--- src/rtl/regbank_pkg.sv ---
// regbank_pkg: shared SP opcode encodings and parameter sanity helpers for the register bank.
package regbank_pkg;
    localparam logic [1:0] SP_OP_NONE = 2'b00;
    localparam logic [1:0] SP_OP_INC  = 2'b01;
    localparam logic [1:0] SP_OP_DEC  = 2'b10;

    function automatic int sp_index(input int num_regs);
        return num_regs;
    endfunction

    function automatic bit addr_fits(input int addr_w, input int num_regs);
        return (1 << addr_w) > num_regs;
    endfunction
endpackage

--- src/rtl/regbank_scoreboard.sv ---
// regbank_scoreboard: per-register busy bits with claim/clear and two combinational lookups.
module regbank_scoreboard
    import regbank_pkg::*;
#(
    parameter int NUM_REGS = 16,
    parameter int ADDR_W   = 5
) (
    input  logic              clk,
    input  logic              reset,
    input  logic              set_en_i,
    input  logic [ADDR_W-1:0] set_addr_i,
    input  logic              clr_en_i,
    input  logic [ADDR_W-1:0] clr_addr_i,
    input  logic [ADDR_W-1:0] addr1_i,
    input  logic [ADDR_W-1:0] addr2_i,
    output logic              busy1_o,
    output logic              busy2_o
);
    logic [NUM_REGS:0] busy_q, busy_d;

    // Index 0 is never set, so it always reads idle; a claim outranks a clear.
    always_comb begin
        busy_d = busy_q;
        busy_d[0] = 1'b0;
        for (int i = 1; i <= NUM_REGS; i++)
            busy_d[i] = (set_en_i && set_addr_i == ADDR_W'(i)) ? 1'b1 :
                        (clr_en_i && clr_addr_i == ADDR_W'(i)) ? 1'b0 : busy_q[i];
    end

    always_ff @(posedge clk)
        busy_q <= reset ? '0 : busy_d;

    assign busy1_o = (addr1_i <= ADDR_W'(NUM_REGS)) ? busy_q[addr1_i] : 1'b0;
    assign busy2_o = (addr2_i <= ADDR_W'(NUM_REGS)) ? busy_q[addr2_i] : 1'b0;
endmodule

--- src/rtl/regbank_sb.sv ---
// regbank_sb: GPR bank with stack pointer at index NUM_REGS, SP push/pop arithmetic,
// optional write-to-read bypass and a busy scoreboard for pending results.
module regbank_sb
    import regbank_pkg::*;
#(
    parameter int          DATA_W   = 32,
    parameter int          NUM_REGS = 16,
    parameter int          ADDR_W   = 5,
    parameter int unsigned SP_RESET = 1023,
    parameter int          BYPASS   = 1
) (
    input  logic                     clk,
    input  logic                     reset,
    input  logic [ADDR_W-1:0]        rd_addr1,
    input  logic [ADDR_W-1:0]        rd_addr2,
    output logic signed [DATA_W-1:0] rd_data1,
    output logic signed [DATA_W-1:0] rd_data2,
    output logic                     rd_busy1,
    output logic                     rd_busy2,
    input  logic                     wr_en,
    input  logic [ADDR_W-1:0]        wr_addr,
    input  logic [DATA_W-1:0]        wr_data,
    input  logic                     claim_en,
    input  logic [ADDR_W-1:0]        claim_addr,
    input  logic [1:0]               sp_op,
    input  logic [DATA_W-1:0]        sp_step,
    output logic [DATA_W-1:0]        sp_out,
    output logic                     sp_err
);
    localparam logic [ADDR_W-1:0] SP_IDX = ADDR_W'(sp_index(NUM_REGS));
    localparam logic [DATA_W-1:0] SP_RST = DATA_W'(SP_RESET);

    if (!addr_fits(ADDR_W, NUM_REGS)) begin : g_bad_addr_w
        $error("regbank_sb: ADDR_W too small to address SP");
    end

    logic [DATA_W-1:0] mem_q [0:NUM_REGS];
    logic [DATA_W-1:0] mem_d [0:NUM_REGS];
    logic              sp_err_q, sp_err_d;
    logic [DATA_W:0]   sp_ext;
    logic              wr_ok, sp_act, byp1, byp2, busy1, busy2;

    assign wr_ok  = wr_en && wr_addr != '0 && wr_addr <= SP_IDX;
    // An explicit SP write shadows any push/pop in the same cycle.
    assign sp_act = (sp_op == SP_OP_INC || sp_op == SP_OP_DEC) && !(wr_ok && wr_addr == SP_IDX);
    assign sp_ext = (sp_op == SP_OP_INC) ? {1'b0, mem_q[NUM_REGS]} + {1'b0, sp_step}
                                         : {1'b0, mem_q[NUM_REGS]} - {1'b0, sp_step};

    always_comb begin
        mem_d    = mem_q;
        sp_err_d = sp_err_q;
        if (sp_act) begin
            mem_d[NUM_REGS] = sp_ext[DATA_W-1:0];
            sp_err_d = sp_err_q | sp_ext[DATA_W];
        end
        if (wr_ok)
            mem_d[wr_addr] = wr_data;
    end

    always_ff @(posedge clk) begin
        if (reset) begin
            for (int i = 0; i <= NUM_REGS; i++)
                mem_q[i] <= (i == NUM_REGS) ? SP_RST : '0;
            sp_err_q <= 1'b0;
        end else begin
            mem_q    <= mem_d;
            sp_err_q <= sp_err_d;
        end
    end

    regbank_scoreboard #(.NUM_REGS(NUM_REGS), .ADDR_W(ADDR_W)) u_sb (
        .clk       (clk),
        .reset     (reset),
        .set_en_i  (claim_en),
        .set_addr_i(claim_addr),
        .clr_en_i  (wr_en),
        .clr_addr_i(wr_addr),
        .addr1_i   (rd_addr1),
        .addr2_i   (rd_addr2),
        .busy1_o   (busy1),
        .busy2_o   (busy2)
    );

    assign byp1 = (BYPASS != 0) && wr_ok && wr_addr == rd_addr1;
    assign byp2 = (BYPASS != 0) && wr_ok && wr_addr == rd_addr2;

    assign rd_data1 = byp1 ? wr_data : (rd_addr1 <= SP_IDX) ? mem_q[rd_addr1] : '0;
    assign rd_data2 = byp2 ? wr_data : (rd_addr2 <= SP_IDX) ? mem_q[rd_addr2] : '0;
    assign rd_busy1 = !byp1 && busy1;
    assign rd_busy2 = !byp2 && busy2;
    assign sp_out   = mem_q[NUM_REGS];
    assign sp_err   = sp_err_q;
endmodule

--- config.mk ---
export PLATFORM = sky130hd
export DESIGN_NAME = regbank_sb
export DESIGN_NICKNAME = d
export VERILOG_FILES = /design/src/rtl/regbank_pkg.sv /design/src/rtl/regbank_scoreboard.sv /design/src/rtl/regbank_sb.sv
export SDC_FILE = /design/constraint.sdc
export NUM_CORES = 2
export LEC_CHECK = 0
export BUFFER_PORTS_ARGS = -buffer_cell sky130_fd_sc_hd__buf_2
export CORE_MARGIN = 10
export CORE_UTILIZATION = 49
export CTS_CLUSTER_SIZE = 20
export DETAILED_ROUTE_END_ITERATION = 12
export GPL_TIMING_DRIVEN = 0
export PLACE_DENSITY = 0.72
export RECOVER_POWER = 50
export SLEW_MARGIN = 20
export SYNTH_ARGS = -nofsm -noshare
export SYNTH_HDL_FRONTEND = slang
export SYNTH_SLANG_ARGS = --single-unit
--- constraint.sdc ---
create_clock -name clk -period 8.3 [get_ports clk]
set_clock_uncertainty 0.05 [all_clocks]
set_input_delay 1.66 -clock clk [delete_from_list [all_inputs] [get_ports clk]]
set_output_delay 1.66 -clock clk [all_outputs]
set_load 0.005 [all_outputs]
# After elaboration in Yosys (flattened, before gate mapping)
# Cells that the tools add are included.
op_classes:
  n_addsub: 2
  mul: 0
  div: 0
  order_cmp: 9
  eq_ne: 36
  shift: 0
  mux: 54
  bitwise_logic: 4
  n_reduce_logical: 62
ops:
  columns: ["operator", "n"]
  rows:
  - ["544-bit bitwise mux", 1]
  - ["32-bit two-way mux", 11]
  - ["32-bit binary-select mux with 5-bit select", 2]
  - ["32-bit demux with 5-bit select", 1]
  - ["5-bit by 4-bit equality test with 1-bit output (second input constant)", 16]
  - ["1-bit logical AND", 41]
  - ["5-bit by 3-bit equality test with 1-bit output (second input constant)", 8]
  - ["1-bit two-way mux", 36]
  - ["32-bit by 32-bit adder with 33-bit output", 1]
  - ["33-bit two-way mux", 1]
  - ["32-bit by 32-bit subtractor with 33-bit output", 1]
  - ["2-bit nonzero test", 16]
  - ["5-bit by 2-bit equality test with 1-bit output (second input constant)", 4]
  - ["6-bit greater-or-equal comparator (second input constant)", 3]
  - ["5-bit inverter with 6-bit output", 3]
  - ["5-bit less-or-equal comparator (second input constant)", 3]
  - ["5-bit by 6-bit less-than comparator with 1-bit output (second input constant)", 2]
  - ["1-bit binary-select mux with 5-bit select", 2]
  - ["5-bit by 1-bit equality test with 1-bit output (second input constant)", 2]
  - ["5-bit equality test", 2]
  - ["5-bit equality test (second input constant)", 2]
  - ["6-bit by 1-bit less-than comparator with 1-bit output (second input constant)", 1]
  - ["5-bit nonzero test", 1]
  - ["1-bit zero test", 3]
  - ["other kinds (4)", 4]
totals:
  ff_bits: 561
  latch_bits: 0
  mem_bits_rw: 0
  romBits: 0
  in_bits: 90
  out_inout_bits: 99
  n_memories: 0

# Depth between registers and ports, before layout
logic_depth:
  word_depth: 9
  mapped_depth: 17
  ltp_nobuf: 16

# Cells and area by module
# From an unflattened synthesis, not the netlist that was laid out.
unflattened:
  hier_cells: 3698
  hier_area_um2: 31747.9
modules_own_cells:
  columns: ["mod", "instances", "cells_each", "area_per_inst_um2", "seq_area_each_um2"]
  rows:
  - ["regbank_sb", 1, 3586, 30759.5, 10910.5]
  - ["regbank_scoreboard", 1, 112, 988.4, 320.3]

# Worst setup path before layout
# Ideal clock, no wire load.
synth_timing:
  kind: "input port to output port"
  from: "input port wr_addr[0]"
  to: "output port rd_data1[10]"
  t_arrival_ns: 3.427
  path_slack_ns: 3.163
  path_stages: 8
  n_path_buf: 3
  path_cell_list: "buf_2 > nor4_2 > xnor2_1 > nand2_1 > or4_1 > buf_2 > clkbuf_1 > a21oi_1"
synth_between:
  elab_chain_cells: 5
  elab_cells_between_ends: 7
  cone_classes: "order compare (1); eq/ne (1); mux (1); reduce/logical (4)"
synth_lines:
  columns: ["element", "line_no", "source"]
  rows:
  - ["from (decl)", "regbank_sb.sv:21", "input logic [ADDR_W-1:0] wr_addr,"]
  - ["branches (longest 3 deep; another with 5-bit less-or-equal comparator)", null, null]
  - ["1-bit logical AND (*)", "regbank_sb.sv:84", "assign byp1 = (BYPASS != 0) && wr_ok && wr_addr == rd_addr1;"]
  - ["32-bit two-way mux (*)", "regbank_sb.sv:87", "assign rd_data1 = byp1 ? wr_data : (rd_addr1 <= SP_IDX) ? mem_q[rd_addr1] : '0;"]
  - ["to (decl)", "regbank_sb.sv:16", "output logic signed [DATA_W-1:0] rd_data1,"]
# Every way passes the cells marked *.

# Worst setup path after layout
layout_timing:
  from: "input port rd_addr2[1]"
  to: "output port rd_data2[31]"
layout_between:
  elab_chain_cells: 6
  elab_cells_between_ends: 9
  cone_classes: "order compare (1); eq/ne (1); mux (5); bitwise (1); reduce/logical (1)"
layout_lines:
  columns: ["element", "line_no", "source"]
  rows:
  - ["from (decl)", "regbank_sb.sv:15", "input logic [ADDR_W-1:0] rd_addr2,"]
  - ["5-bit inverter with 6-bit output (implied by the code)", "regbank_sb.sv:88", "assign rd_data2 = byp2 ? wr_data : (rd_addr2 <= SP_IDX) ? mem_q[rd_addr2] : '0;"]
  - ["32-bit binary-select mux with 5-bit select", "regbank_sb.sv:88", null]
  - ["32-bit two-way mux (implied by the code) (2 in a row)", "regbank_sb.sv:88", null]
  - ["32-bit two-way mux", "regbank_sb.sv:88", null]
  - ["32-bit two-way mux (*)", "regbank_sb.sv:88", null]
  - ["to (decl)", "regbank_sb.sv:17", "output logic signed [DATA_W-1:0] rd_data2,"]
# Mark *: on every way between the ends. The rest lies on a longest branch, timed or not. The select of a mux whose other input is x is not followed.

==> results.txt <==
The flow ran to the end, and the final reports show no timing, DRC or antenna violations. The total count of max-transition violations in the final report came out at 0. Of all cell types, the one taking the most synthesized area is dfxtp_1. For the number of standard cells after synthesis, the log shows 3,558. For the number of H-tree branching levels, the log shows 2. The run gives 4,661 as the final instance count without filler cells.

Counting cells, the worst reg-to-reg path comes to 10. After floorplanning, the core was divided into 92 placement rows. The run gives 10 as the initial antenna violation count.

Clock-pin slew was measured on the worst setup and hold paths at 0.06 ns. 189 I/O pins were placed. The number of hold violations in the final report came out at 0.

Across all register-to-register paths, the minimum setup slack is 5.04 ns. For the worst setup path, the data required time is 6.59 ns. Switching component of the power: 0.00209 W. TritonCTS built the clock tree. The period utilization came out at 0.819. The analysis attributes to cell leakage a power of 12.1 nW. The most numerous cell type found on the critical path is buf_2. Setup repair after global routing left no endpoint under its margin. Using the TritonRoute via totals, the vias-per-cell ratio works out to 6.63. The tools report the number of buffers added for setup after CTS as 0.

Along the worst path, the maximum fanout reaches 10. The number of placed instances, taps included, is 4,549. The tools report the number of nets in the synthesized netlist as 3,687.

The longest individual stage delay on the worst path was 0.90 ns; the area share of the largest cell type after synthesis was 0.356. The worst hold path stage count came out at 2. The number of setup violations in the final report was 0.

For this block, the initial DRC count from the detailed router was 4,990. The tightest hold path in the finished design has a slack of 0.415 ns. The tools report the first-pass GRT wire length as 190 mm. In this run the standard cell core region covers 63,300 µm². For the placement-stage worst setup slack, the log shows 1.81 ns. Worst setup path category: primary input to output port. A synthesized cell averages 8.86 µm². The endpoint identified for the worst register-to-register timing path is sp_err. For the maximum vdd drop, the log shows 166 µV.

In this run the clock root is driven by a clkbuf_16. The cell with the biggest individual delay on the critical path is clkbuf_1. Number of nets with antenna violations after routing: 0.

After legalization and detailed placement, the total HPWL measured 97.0 mm. For the global-route congestion overflow total, the log shows 0. Yosys attributes the largest share of cell area to dfxtp_1 (36%), mux4_2 (23%), nand2_1 (12%). The net switching fraction of the power was 0.305; the net total in the final layout was 3,893. For this run, the number of Yosys warnings is 0. For the maximum root-to-sink buffer count, the log shows 3. The tools report the netlist area before placement as 31,500 µm². Entering global routing, the biggest net connects 16 pins.

The synthesis-to-layout area growth came out at 11.9%. For the finished layout, the period the worst path requires is 6.80 ns. For the final routed database, the setup TNS stands at 0 ns. The logs give 0.402 for the clock group share of total power and 0 for the number of max-capacitance violations reported. STA classifies the critical path startpoint as a primary input. The sequential fraction of design power came out at 0.419. The start point of the worst hold path was mem_q[48].

The kind of end point of the critical path was an output port. Most instantiated flip-flop cell in the synthesis netlist: dfxtp_1. The global-route usage over all layers came out at 0.341. Data on the critical path arrives at its endpoint at 5.09 ns. The async set-or-reset flop fraction in the synthesized netlist is 0, and the height of the die is 274 µm. Counting flops and latches in the post-synthesis netlist gives 561. The share of the core filled with cells came out at 0.557.

Launch point of the critical path: rd_addr2[1]. The tools report the count of distinct cell types in the synthesized netlist as 73. Derived from the worst setup path, the maximum achievable clock frequency is 0.147 GHz.

The count of port buffers added during placement came out at 145. Counting every sink on the clock net gives 561. The sequential element share of the synthesized area is 0.356, and the cell-internal power is 0.00477 W. The die covers 74,800 µm².

Counting flops with a built-in enable in the synthesized netlist gives 0. The wire length per cell is 28.4 µm. The tools report the final worst-path setup slack as 1.50 ns. The routed wire length came out at 133 mm.

Walking the worst path, the cells encountered are buf_2, buf_2, clkbuf_1, mux4_2, mux4_2, a22oi_1, a21oi_1, buf_2. For hold timing, the worst endpoint is mem_q[48]. The starting density of the core came out at 0.498.

The routed layout has 30,900 vias. The worst slew slack as a fraction of its limit is 0.0987, and the power per cell area is 194 nW/µm². Worst-skew pair later-pin latency: 0.66 ns. The die width was 274 µm; the placer's final routability congestion estimate was 0.989. Path type of the worst min-delay path: flip-flop to flip-flop. The number of global-route vias before repair came out at 29,500. The slew at the pin with the worst max-slew slack is 1.34 ns. The run gives 0.178 as the portion of total power attributed to combinational logic. The fraction of final layout cells sized beyond drive strength 1 came out at 0.175.

The launching point of the worst reg2reg path is sp_out[0]. Total clock buffers created by CTS: 59. The logs give 0 for the number of buffers inserted for hold repair after clock tree synthesis and 9 for the number of iterations in the first detailed-routing pass. The logs give 0 for the post-cts repair resize count and 0 for the count of unresolved DRC violations after routing.
cells in the mapped netlist, drive strengths merged, types with 16 or more instances:
cell type / number
nand3: 18
inv: 21
xor2: 40
nor2: 144
dfxtp: 561
buf: 101
nor3: 26
nand2: 1047
mux4: 325
nor2b: 43
clkbuf: 282
a211oi: 16
o21ai: 44
xnor2: 24
a22oi: 72
ha: 38
a21oi: 609
through the flow:
step,cell area [µm²],power [W]
2_1_floorplan,31500,0.00367
3_3_place_gp,33300,0.00410
3_5_place_dp,33300,0.00411
4_1_cts,35200,0.00678
5_1_grt,35200,0.00701
6_report,35300,0.00686
power by group through the flow:
stage	registers (W)	clock network, W	logic (W)
after floorplan	0.00285	0	0.000813
after global routing	0.00288	0.00284	0.00130
after global placement	0.00292	0	0.00118
after detailed placement	0.00292	0	0.00119
after CTS	0.00286	0.00273	0.00119
final	0.00288	0.00276	0.00122
area by class of cell:
| class | instances | area [µm²] |
|---|---|---|
| well taps | 846 | 1060 |
| clock inverters | 22 | 229 |
| diodes | 7 | 17.5 |
| fillers | 5855 | 28100 |
| repair buffers | 145 | 724 |
| flip-flops and latches | 561 | 11200 |
| plain buffers | 383 | 1720 |
| multi-input cells | 2593 | 18500 |
| clock buffers | 83 | 1730 |
| inverters | 21 | 78.8 |
state kept, by name (all words and copies together) (netlist names):
name	count
sp_err	1
u_sb.busy_q	16
sp_out	32
mem_q	512
worst max-delay path by stage:
| stage | end | slack, ns | cells past startpoint |
|---|---|---|---|
| after CTS | rd_data2[31] | 1.81 | 8 |
| after global routing | rd_data2[31] | 1.65 | 8 |
| after detailed placement | rd_data2[31] | 1.81 | 8 |
| after global placement | rd_data2[31] | 1.81 | 8 |
| final | rd_data2[31] | 1.50 | 8 |
| after floorplan | rd_data1[10] | 3.16 | 8 |
cells in the final DEF, fill, tap and decap left out, types with 5 or more instances in the layout:
cell type	instances
a211o_1	5
a211oi_1	14
a21o_1	13
a21oi_1	608
a22oi_1	72
a31oi_1	10
a32oi_1	5
and2_1	5
and3_1	12
buf_1	8
buf_2	187
buf_6	11
clkbuf_1	297
clkbuf_16	61
clkbuf_4	31
clkbuf_8	12
clkinv_2	16
dfxtp_1	561
diode_2	7
ha_1	38
inv_1	21
mux2i_1	7
mux4_2	324
nand2_1	1047
nand3_1	18
nand4_1	7
nor2_1	143
nor2b_1	42
nor3_1	24
nor4_1	8
o211a_1	7
o211ai_1	11
o21ai_0	29
o21ai_1	15
xnor2_1	24
xor2_1	40
routing by layer:
layer | track usage | up-vias | part of all wire
met3 | 0.137 | 566 | 0.16
met1 | 0.407 | 14700 | 0.34
met4 | 0.190 | 12 | 0.059
met2 | 0.518 | 2608 | 0.44
met5 | 0 | - | 0.00062
li1 | - | 13000 | -
cells by family (layout without fill, tap and decap cells):
| group | Yosys count | after routing | share of synthesized area |
|---|---|---|---|
| XOR/XNOR | 64 | 64 | 0.0178 |
| buffers and inverters | 404 | 654 | 0.0573 |
| multiplexers | 335 | 335 | 0.236 |
| flip-flops | 561 | 561 | 0.356 |
| adder cells (fa/ha/maj) | 39 | 39 | 0.0157 |
| AND/OR/NAND/NOR | 1333 | 1333 | 0.170 |
| other | 0 | 7 | 0 |
| AO/OA/AOI/OAI | 822 | 822 | 0.147 |
worst max-delay path: cells and delay by family:
family	cells	cell delay, ns
buffers and inverters	4	1.90
muxes	2	0.95
AOI/OAI and AO/OA	2	0.56
Power figures use the tool's default switching activity.
